==> src/rtl/fifo_burst_reader_pkg.sv <==
// Shared types and constants for the FIFO burst reader: controller state
// encoding, skid buffer depth and the derived occupancy/pointer widths.
package fifo_burst_reader_pkg;

  typedef enum logic [0:0] {
    IDLE = 1'b0,
    RUN  = 1'b1
  } state_e;

  localparam int SKID_DEPTH = 3;
  localparam int OCC_W      = $clog2(SKID_DEPTH + 1);
  localparam int PTR_W      = $clog2(SKID_DEPTH);

  // Advance a circular skid-buffer pointer, wrapping after the last entry.
  function automatic logic [PTR_W-1:0] ptr_inc(input logic [PTR_W-1:0] p);
    if (p == PTR_W'(SKID_DEPTH - 1)) begin
      ptr_inc = PTR_W'(0);
    end else begin
      ptr_inc = p + PTR_W'(1);
    end
  endfunction

endpackage

==> src/rtl/fifo_rd_skid_buf.sv <==
// Small FIFO-ordered skid buffer (SKID_DEPTH entries) that catches words
// returning from the FIFO's registered read port. The head entry and the
// occupancy are both straight register outputs.
module fifo_rd_skid_buf
  import fifo_burst_reader_pkg::*;
#(
  parameter int DATA_WIDTH = 32
) (
  input  logic                  clk,
  input  logic                  rst_n,
  input  logic                  push,
  input  logic [DATA_WIDTH-1:0] push_data,
  input  logic                  pop,
  output logic [OCC_W-1:0]      occ,
  output logic [DATA_WIDTH-1:0] head_data
);

  logic [DATA_WIDTH-1:0] mem_r [SKID_DEPTH];
  logic [PTR_W-1:0]      wr_ptr_r;
  logic [PTR_W-1:0]      rd_ptr_r;
  logic [OCC_W-1:0]      occ_r;
  logic                  push_ok_s;
  logic                  pop_ok_s;

  // Qualify push/pop so the buffer can never overflow or underflow.
  always_comb begin
    push_ok_s = push && (occ_r != OCC_W'(SKID_DEPTH));
    pop_ok_s  = pop && (occ_r != OCC_W'(0));
  end

  // Pointer and occupancy bookkeeping; simultaneous push and pop keeps occ.
  always_ff @(posedge clk or negedge rst_n) begin
    if (!rst_n) begin
      wr_ptr_r <= PTR_W'(0);
      rd_ptr_r <= PTR_W'(0);
      occ_r    <= OCC_W'(0);
    end else begin
      if (push_ok_s) begin
        wr_ptr_r <= ptr_inc(wr_ptr_r);
      end else begin
        wr_ptr_r <= wr_ptr_r;
      end
      if (pop_ok_s) begin
        rd_ptr_r <= ptr_inc(rd_ptr_r);
      end else begin
        rd_ptr_r <= rd_ptr_r;
      end
      case ({push_ok_s, pop_ok_s})
        2'b10:   occ_r <= occ_r + OCC_W'(1);
        2'b01:   occ_r <= occ_r - OCC_W'(1);
        default: occ_r <= occ_r;
      endcase
    end
  end

  // Storage: cleared on reset so the stream data reads zero out of reset.
  always_ff @(posedge clk or negedge rst_n) begin
    if (!rst_n) begin
      for (int i = 0; i < SKID_DEPTH; i++) begin
        mem_r[i] <= {DATA_WIDTH{1'b0}};
      end
    end else if (push_ok_s) begin
      mem_r[wr_ptr_r] <= push_data;
    end else begin
      mem_r <= mem_r;
    end
  end

  assign occ       = occ_r;
  assign head_data = mem_r[rd_ptr_r];

endmodule

==> src/rtl/fifo_burst_reader.sv <==
// Read-side burst controller for the synchronous FIFO. Accepts a word count,
// drains exactly that many words and streams them out with a last flag.
// The FIFO's one-cycle read latency is absorbed by a 3-entry skid buffer and
// the read enable depends only on registered state plus fifo_empty, so there
// is no combinational path from m_ready to fifo_r_en.
// Optional build macro: FIFO_BURST_READER_ABORT_EN adds abort/aborted ports
// for cutting a burst short while still delivering words already fetched.
module fifo_burst_reader
  import fifo_burst_reader_pkg::*;
#(
  parameter int DATA_WIDTH = 32,
  parameter int LEN_WIDTH  = 16
) (
  input  logic                  clk,
  input  logic                  rst_n,
  input  logic                  cmd_valid,
  output logic                  cmd_ready,
  input  logic [LEN_WIDTH-1:0]  cmd_len,
  input  logic                  fifo_empty,
  output logic                  fifo_r_en,
  input  logic [DATA_WIDTH-1:0] fifo_data,
  output logic                  m_valid,
  input  logic                  m_ready,
  output logic [DATA_WIDTH-1:0] m_data,
  output logic                  m_last,
`ifdef FIFO_BURST_READER_ABORT_EN
  input  logic                  abort,
  output logic                  aborted,
`endif
  output logic                  done
);

  state_e                state_r;
  state_e                state_s;
  logic [LEN_WIDTH-1:0]  issue_left_r;
  logic [LEN_WIDTH-1:0]  issue_left_s;
  logic [LEN_WIDTH-1:0]  rcv_left_r;
  logic [LEN_WIDTH-1:0]  rcv_left_s;
  logic                  inflight_r;
  logic                  done_r;
  logic                  done_s;
  logic                  rd_en_s;
  logic                  pop_s;
  logic                  m_valid_s;
  logic                  last_pop_s;
  logic                  abort_now_s;
  logic [OCC_W-1:0]      occ_s;
  logic [OCC_W:0]        pending_s;
  logic [OCC_W:0]        remain_s;
  logic [DATA_WIDTH-1:0] head_s;

`ifdef FIFO_BURST_READER_ABORT_EN
  assign abort_now_s = abort && (state_r == RUN);
`else
  assign abort_now_s = 1'b0;
`endif

  fifo_rd_skid_buf #(
    .DATA_WIDTH(DATA_WIDTH)
  ) u_skid (
    .clk       (clk),
    .rst_n     (rst_n),
    .push      (inflight_r),
    .push_data (fifo_data),
    .pop       (pop_s),
    .occ       (occ_s),
    .head_data (head_s)
  );

  // Issue qualification and pop/last decode from registered occupancy only.
  always_comb begin
    pending_s  = {1'b0, occ_s} + {{OCC_W{1'b0}}, inflight_r};
    m_valid_s  = (occ_s != OCC_W'(0));
    pop_s      = m_valid_s && m_ready;
    rd_en_s    = (state_r == RUN) && (issue_left_r != LEN_WIDTH'(0)) &&
                 !fifo_empty && (pending_s < (OCC_W+1)'(SKID_DEPTH)) &&
                 !abort_now_s;
    remain_s   = pending_s - {{OCC_W{1'b0}}, pop_s};
    last_pop_s = pop_s && (rcv_left_r == LEN_WIDTH'(1));
  end

  // Next-state and counter update for the IDLE/RUN controller.
  always_comb begin
    state_s      = state_r;
    issue_left_s = issue_left_r;
    rcv_left_s   = rcv_left_r;
    done_s       = 1'b0;
    case (state_r)
      IDLE: begin
        if (cmd_valid) begin
          if (cmd_len != LEN_WIDTH'(0)) begin
            state_s      = RUN;
            issue_left_s = cmd_len;
            rcv_left_s   = cmd_len;
          end else begin
            done_s = 1'b1;
          end
        end else begin
          state_s = IDLE;
        end
      end
      RUN: begin
        if (abort_now_s) begin
          // Only words already fetched remain; they become the new burst tail.
          issue_left_s = LEN_WIDTH'(0);
          rcv_left_s   = LEN_WIDTH'(remain_s);
          if (remain_s == (OCC_W+1)'(0)) begin
            state_s = IDLE;
            done_s  = 1'b1;
          end else begin
            state_s = RUN;
          end
        end else begin
          if (rd_en_s) begin
            issue_left_s = issue_left_r - LEN_WIDTH'(1);
          end else begin
            issue_left_s = issue_left_r;
          end
          if (pop_s && (rcv_left_r != LEN_WIDTH'(0))) begin
            rcv_left_s = rcv_left_r - LEN_WIDTH'(1);
          end else begin
            rcv_left_s = rcv_left_r;
          end
          if (last_pop_s) begin
            state_s = IDLE;
            done_s  = 1'b1;
          end else begin
            state_s = RUN;
          end
        end
      end
      default: begin
        state_s      = IDLE;
        issue_left_s = LEN_WIDTH'(0);
        rcv_left_s   = LEN_WIDTH'(0);
      end
    endcase
  end

  // Controller state, counters, read-in-flight flag and done pulse.
  always_ff @(posedge clk or negedge rst_n) begin
    if (!rst_n) begin
      state_r      <= IDLE;
      issue_left_r <= LEN_WIDTH'(0);
      rcv_left_r   <= LEN_WIDTH'(0);
      inflight_r   <= 1'b0;
      done_r       <= 1'b0;
    end else begin
      state_r      <= state_s;
      issue_left_r <= issue_left_s;
      rcv_left_r   <= rcv_left_s;
      inflight_r   <= rd_en_s;
      done_r       <= done_s;
    end
  end

`ifdef FIFO_BURST_READER_ABORT_EN
  logic abort_seen_r;
  logic aborted_r;

  // Remember an abort within the burst and flag it alongside the done pulse.
  always_ff @(posedge clk or negedge rst_n) begin
    if (!rst_n) begin
      abort_seen_r <= 1'b0;
      aborted_r    <= 1'b0;
    end else begin
      aborted_r <= done_s && (state_r == RUN) && (abort_seen_r || abort_now_s);
      if (state_r == IDLE) begin
        abort_seen_r <= 1'b0;
      end else if (abort_now_s) begin
        abort_seen_r <= 1'b1;
      end else begin
        abort_seen_r <= abort_seen_r;
      end
    end
  end

  assign aborted = aborted_r;
`endif

  assign cmd_ready = (state_r == IDLE);
  assign fifo_r_en = rd_en_s;
  assign m_valid   = m_valid_s;
  assign m_data    = head_s;
  assign m_last    = m_valid_s && (rcv_left_r == LEN_WIDTH'(1));
  assign done      = done_r;

endmodule

==> config.mk <==
export PLATFORM = sky130hd
export DESIGN_NAME = fifo_burst_reader
export DESIGN_NICKNAME = d
export VERILOG_FILES = /design/src/rtl/fifo_burst_reader_pkg.sv /design/src/rtl/fifo_rd_skid_buf.sv /design/src/rtl/fifo_burst_reader.sv
export SDC_FILE = /design/constraint.sdc
export NUM_CORES = 1
export LEC_CHECK = 0
export BUFFER_PORTS_ARGS = -buffer_cell sky130_fd_sc_hd__buf_2
export CAP_MARGIN = 0
export CORE_ASPECT_RATIO = 0.9
export CORE_UTILIZATION = 30
export DETAILED_ROUTE_END_ITERATION = 16
export GPL_TIMING_DRIVEN = 0
export PLACE_DENSITY = 0.56
export RECOVER_POWER = 100
export SLEW_MARGIN = 20
export SYNTH_ARGS = -nofsm -noshare
export SYNTH_HDL_FRONTEND = slang
export SYNTH_SLANG_ARGS = --single-unit
==> constraint.sdc <==
create_clock -name clk -period 2.2 [get_ports clk]
set_clock_uncertainty 0.2 [all_clocks]
set_input_delay 0 -clock clk [delete_from_list [all_inputs] [get_ports clk]]
set_output_delay 0 -clock clk [all_outputs]
set_load 0.02 [all_outputs]
-- Yosys cells after proc, flatten, opt, wreduce, memory -nomap -nowiden
Index checks and enable logic that the tools add are counted.
- bits in registers: 137
- output and inout port bits: 37
- word-level logic and storage cells: 76
- $add $sub $neg: 7
- order comparisons: 4
- equal/unequal tests: 10
- multiplexer cells: 23
- bitwise logic cells: 3
- reduce and logical (&&, ||, !) cells: 18
- operators with widths (cell ; number):
    $bwmux W96 ; 1
    $mux W32 ; 3
    $bmux W32 S2 ; 1
    $demux W32 S2 ; 1
    $mux W16 ; 4
    $pmux W16 S2 ; 2
    $reduce_bool A16 Y1 ; 3
    $sub A16 B1 Y16 const B ; 2
    $eq A16 B1 Y1 const B ; 1
    $logic_and A1 B1 Y1 ; 10
    $add A2 B1 Y2 const B ; 3
    $eq A2 B2 Y1 const B ; 3
    $ge A3 B3 Y1 const B ; 2
    $mux W1 ; 6
    $ne A2 B1 Y1 const B ; 3
    $not A2 Y3 ; 2
    $reduce_and A3 Y1 ; 2
    $mux W2 ; 2
    $ne A2 B2 Y1 const B ; 2
    $pmux W1 S2 ; 2
    $pmux W2 S2 ; 1
    $reduce_bool A2 Y1 ; 2
    $add A2 B1 Y3 ; 1
    $lt A3 B1 Y1 const B ; 1
    other kinds (5) ; 5

-- Longest topological paths before layout
- depth after elaboration: 6
- mapped depth: 9
- gate-level depth less buffers: 8

-- Modules after synthesis
A second synthesis with hierarchy kept.
- cell total of the unflattened synthesis: 636
- area total of the unflattened synthesis: 7069.3 um^2
- by module, submodules not included (module ; instances ; cells each ; area each (um^2) ; seq. area each (um^2)):
    fifo_rd_skid_buf ; 1 ; 335 ; 4589.4 ; 2552.4
    fifo_burst_reader ; 1 ; 301 ; 2479.9 ; 875.8

-- Least setup slack after synthesis
OpenSTA, ideal clock, no wires.
- kind: reg-to-reg
- start: register u_skid.occ_r[0], in the netlist u_skid.occ[0]
- end: register issue_left_r[5]
- arrival time: 2.045 ns
- data required time: 1.896 ns
- path slack: -0.149 ns
- cell stages (with the launch flop): 10
- cell sequence: dfrtp_1 -> ha_1 -> ha_1 -> a211oi_1 -> nand2_1 -> a21o_2 -> inv_2 -> buf_2 -> o21ai_0 -> a221oi_1
- cells in the longest elaborated chain, start to end: 5
- RTL lines (element ; line ; text):
    start: declaration ; fifo_rd_skid_buf.sv:21 ; logic [OCC_W-1:0] occ_r;
    start signal: assignment ; fifo_rd_skid_buf.sv:49 ; 2'b10: occ_r <= occ_r + OCC_W'(1);
    start signal: assignment ; fifo_rd_skid_buf.sv:50 ; 2'b01: occ_r <= occ_r - OCC_W'(1);
    start signal: assignment ; fifo_rd_skid_buf.sv:51 ; default: occ_r <= occ_r;
    $add A2 B1 Y3 ; fifo_burst_reader.sv:72 ; pending_s = {1'b0, occ_s} + {{OCC_W{1'b0}}, inflight_r};
    $lt A3 B2 Y1 ; fifo_burst_reader.sv:76 ; !fifo_empty && (pending_s < (OCC_W+1)'(SKID_DEPTH)) &&
    $logic_and A1 B1 Y1 ; fifo_burst_reader.sv:76 ;
    $ne A2 B1 Y1 (no line) ; -- ;
    $reduce_and A3 Y1 (no line) ; -- ;
    end signal: assignment ; fifo_burst_reader.sv:150 ; issue_left_r <= issue_left_s;
    end: declaration ; fifo_burst_reader.sv:35 ; logic [LEN_WIDTH-1:0] issue_left_r;
Every way passes these cells.
A chain may end at the register's enable or synchronous reset.

-- Worst setup path after layout
- start: register u_skid.occ_r[0], in the netlist u_skid.occ[0]
- end: output fifo_r_en
- cells in the longest elaborated chain, start to end: 3
- RTL lines (element ; line ; text):
    $add A2 B1 Y3 ; fifo_burst_reader.sv:72 ;
    $lt A3 B2 Y1 ; fifo_burst_reader.sv:76 ;
    $logic_and A1 B1 Y1 ; fifo_burst_reader.sv:76 ;
    end: declaration ; fifo_burst_reader.sv:20 ; output logic fifo_r_en,
Every way passes these cells.

==> reports/summary.txt <==
CP most frequent cell -> ha_4
Post-Syn Instances -> 626
final wirelength -> 19800 µm
Synth Register Bits -> 137
R2R Setup Slk -> -0.07 ns
critical path data required time -> 2.00 ns
pre-CTS setup slack -> -0.385 ns
Slew headroom -> 41.6%
Seq/Total Area, Yosys -> 50.1%
Syn. warnings -> 0
syn_nets -> 685
GR Util met1 -> 22.7%
RSZ-0062 raised after global routing -> true
FFs w/ async S/R, synth -> 100%
crit path DAT -> 2.10 ns
LEAKAGE -> 4.13 nW
slowest stage delay, CP -> 0.44 ns
final setup fails -> 9
DP Wirelength -> 12400 µm
final hold violation count -> 0
syn_area_per_cell -> 10.9 µm²
main area contributors after synthesis -> dfrtp_1 (50%), mux2_2 (16%), mux2i_1 (5.0%)
CP max-delay cell -> dfrtp_2
die area -> 23400 µm²
Synth top area share -> 50.1%
clock sinks -> 137
reg2reg start -> u_skid.occ[0]
critical path peak fanout -> 5
Hold Crit Class -> primary input to register
final std cells w/o fill -> 1139
nets -> 889
initial antenna violation count -> 0
placed cells -> 1013
CTS Buf Count -> 17
Post-synth EDFFs -> 0
crit end category -> output port
power density over the cells -> 1430 nW/µm²
busiest grt layer -> met2
input/output buffers -> 89
Hold Slack -> 0.0570 ns
max-slew violations -> 0
DRC -> 0
setup ws final -> -0.102 ns
leading area contributor after synthesis -> dfrtp_1
main flop type after synthesis -> dfrtp_1
initial core utilization -> 30.5%
area delta synth->final -> 40.0%
Ports -> 90
Routed Antenna Nets -> 0
# Max-Cap Violations -> 0
global-route total usage across every layer -> 17.0%
CTS tree -> yes
via count -> 5859
DIE HEIGHT -> 145 µm
Buffers & Inverters on Critical Path -> 3
first drt pass iteration count -> 5
DR WL/cell -> 17.4 µm
worst slew pin tran -> 0.875 ns
DR iter-0 viols -> 274
vias per inst -> 5.14
vias in the first global route -> 5809
Hold Startpoint -> fifo_empty
core area -> 22400 µm²
Worst Setup SP -> u_skid.occ[0]
clk buf depth -> 2
top cell family by delay on the critical path -> compound AO/OA/AOI/OAI gates
Worst setup SP type -> register
ant diodes -> 0
Fmax achieved -> 434 MHz
row cnt -> 52
ratio of cells with drive above 1 in the final layout -> 43.2%
GR Overflow Total -> 0
Mapped Area -> 6850 µm²
failing checks -> negative setup slack
Worst-path clk slew -> 0.06 ns
met2 Track Usage GR -> 26.5%
first-pass GRT wire length -> 31300 µm
CTS root buf -> clkbuf_16
routability cong. -> 0.838
grt met3 use -> 4.46%
crit share post-route -> 105%
Yosys cell types -> 60
CP cell instances -> ha_4 > ha_4 > a211oi_4 > nand2_2 > a21o_4 > inv_6 > buf_8 > buf_6
status -> finished with violations
Final Critical Period -> 2.30 ns
die width -> 161 µm
Worst VDD drop -> 0.000656 V
largest net degree at the start of global routing -> 78
H-tree depth -> 4
WS Path Type -> register to output port
Clock Latency Late Sink -> 0.41 ns
==> cells by family after synthesis <==
logic type               Yosys count  synth area share (%)
AND/OR/NAND/NOR                  175                  12.9
flip-flops                       137                  50.1
multiplexers                     132                  21.1
AO/OA/AOI/OAI                    117                  10.9
buffers and inverters             55                  3.40
adder cells (fa/ha/maj)            6                  1.10
XOR/XNOR                           4                 0.512
==> state kept, by name, indices dropped and copies added (netlist names) <==
| name | flops |
|---|---|
| u_skid.mem_r | 96 |
| issue_left_r | 16 |
| rcv_left_r | 16 |
| u_skid.occ | 2 |
| u_skid.rd_ptr_r | 2 |
| u_skid.wr_ptr_r | 2 |
| done | 1 |
| inflight_r | 1 |
| state_r | 1 |
==> where the power goes <==
group | switching [mW] | leakage (nW) | internal [mW]
clock network | 1.15 | 0.279 | 1.70
logic | 3.30 | 2.24 | 3.12
registers | 0.803 | 1.61 | 3.68
==> final timing paths <==
check / end / cells past startpoint
setup reg to reg: issue_left_r[15] / 10
hold reg to reg: u_skid.mem_r[52] / 1
setup / recovery: fifo_r_en / 8
min in group asynchronous: u_skid.mem_r[7] / 3
hold / removal: issue_left_r[10] / 7
max in group asynchronous: rcv_left_r[9] / 4
==> cells in the mapped netlist, types with 5 or more instances <==
master      n
clkbuf_1   18
buf_2      11
nand3_1    11
ha_1        6
a21oi_1    13
nand2_1    63
nand4_1     9
nor4_1     14
and3_1      5
o22ai_1     8
o211ai_1    5
mux2i_1    34
inv_1      16
dfrtp_1   137
buf_1       6
o21ai_0    52
nor2_1     26
nor3_1     20
mux2_2     98
==> stage by stage <==
stage	util [%]	total power [mW]	instance area [µm²]	TNS, ns
6_report	42.7	13.7	9580	-0.382
5_1_grt	42.7	14.6	9580	-2.15
4_1_cts	41.2	13.3	9250	-0.599
3_5_place_dp	34.5	9.74	7750	-20.31
3_3_place_gp	34.4	9.62	7710	-182.92
2_1_floorplan	-	8.13	6890	0
==> routing by layer <==
layer,routed length (µm),up-vias
li1,-,2706
met1,9150,2958
met2,9440,162
met3,878,33
met4,302,0
met5,0,-
==> layout make-up <==
class | instances | area, µm²
multi-input cells | 434 | 3540
fillers | 2138 | 12900
flip-flops and latches | 137 | 3440
clock buffers | 18 | 439
inverters | 17 | 68.8
repair buffers | 188 | 1350
well taps | 297 | 372
plain buffers | 35 | 229
clock inverters | 13 | 145
==> what timing repair did <==
action	in CTS	in global routing
endpoints found under the hold margin	270	0
pin swaps	10	24
buffers inserted	27	19
cloned	1	0
hold buffers	52	0
setup endpoints to repair	145	116
gates resized for setup	57	63
==> cells in the final DEF (no fill, tap or decap), drive strengths merged, types with 6 or more instances in the layout <==
cell type	count
a21oi	14
buf	149
clkbuf	40
dfrtp	137
dlygate4sd3	52
ha	6
inv	20
mux2	98
mux2i	34
nand2	63
nand3	11
nand4	9
nor2	26
nor3	21
nor4	15
o21ai	54
o22ai	8
or4	6
==> worst min-delay path, cell delays in order <==
cell,delay [ns]
buf_2,0.13
a211oi_4,0.05
nand2_2,0.08
buf_4,0.13
o311ai_2,0.10
o221ai_1,0.09
a21oi_2,0.05
No activity file was read; power rests on OpenSTA's default activity.
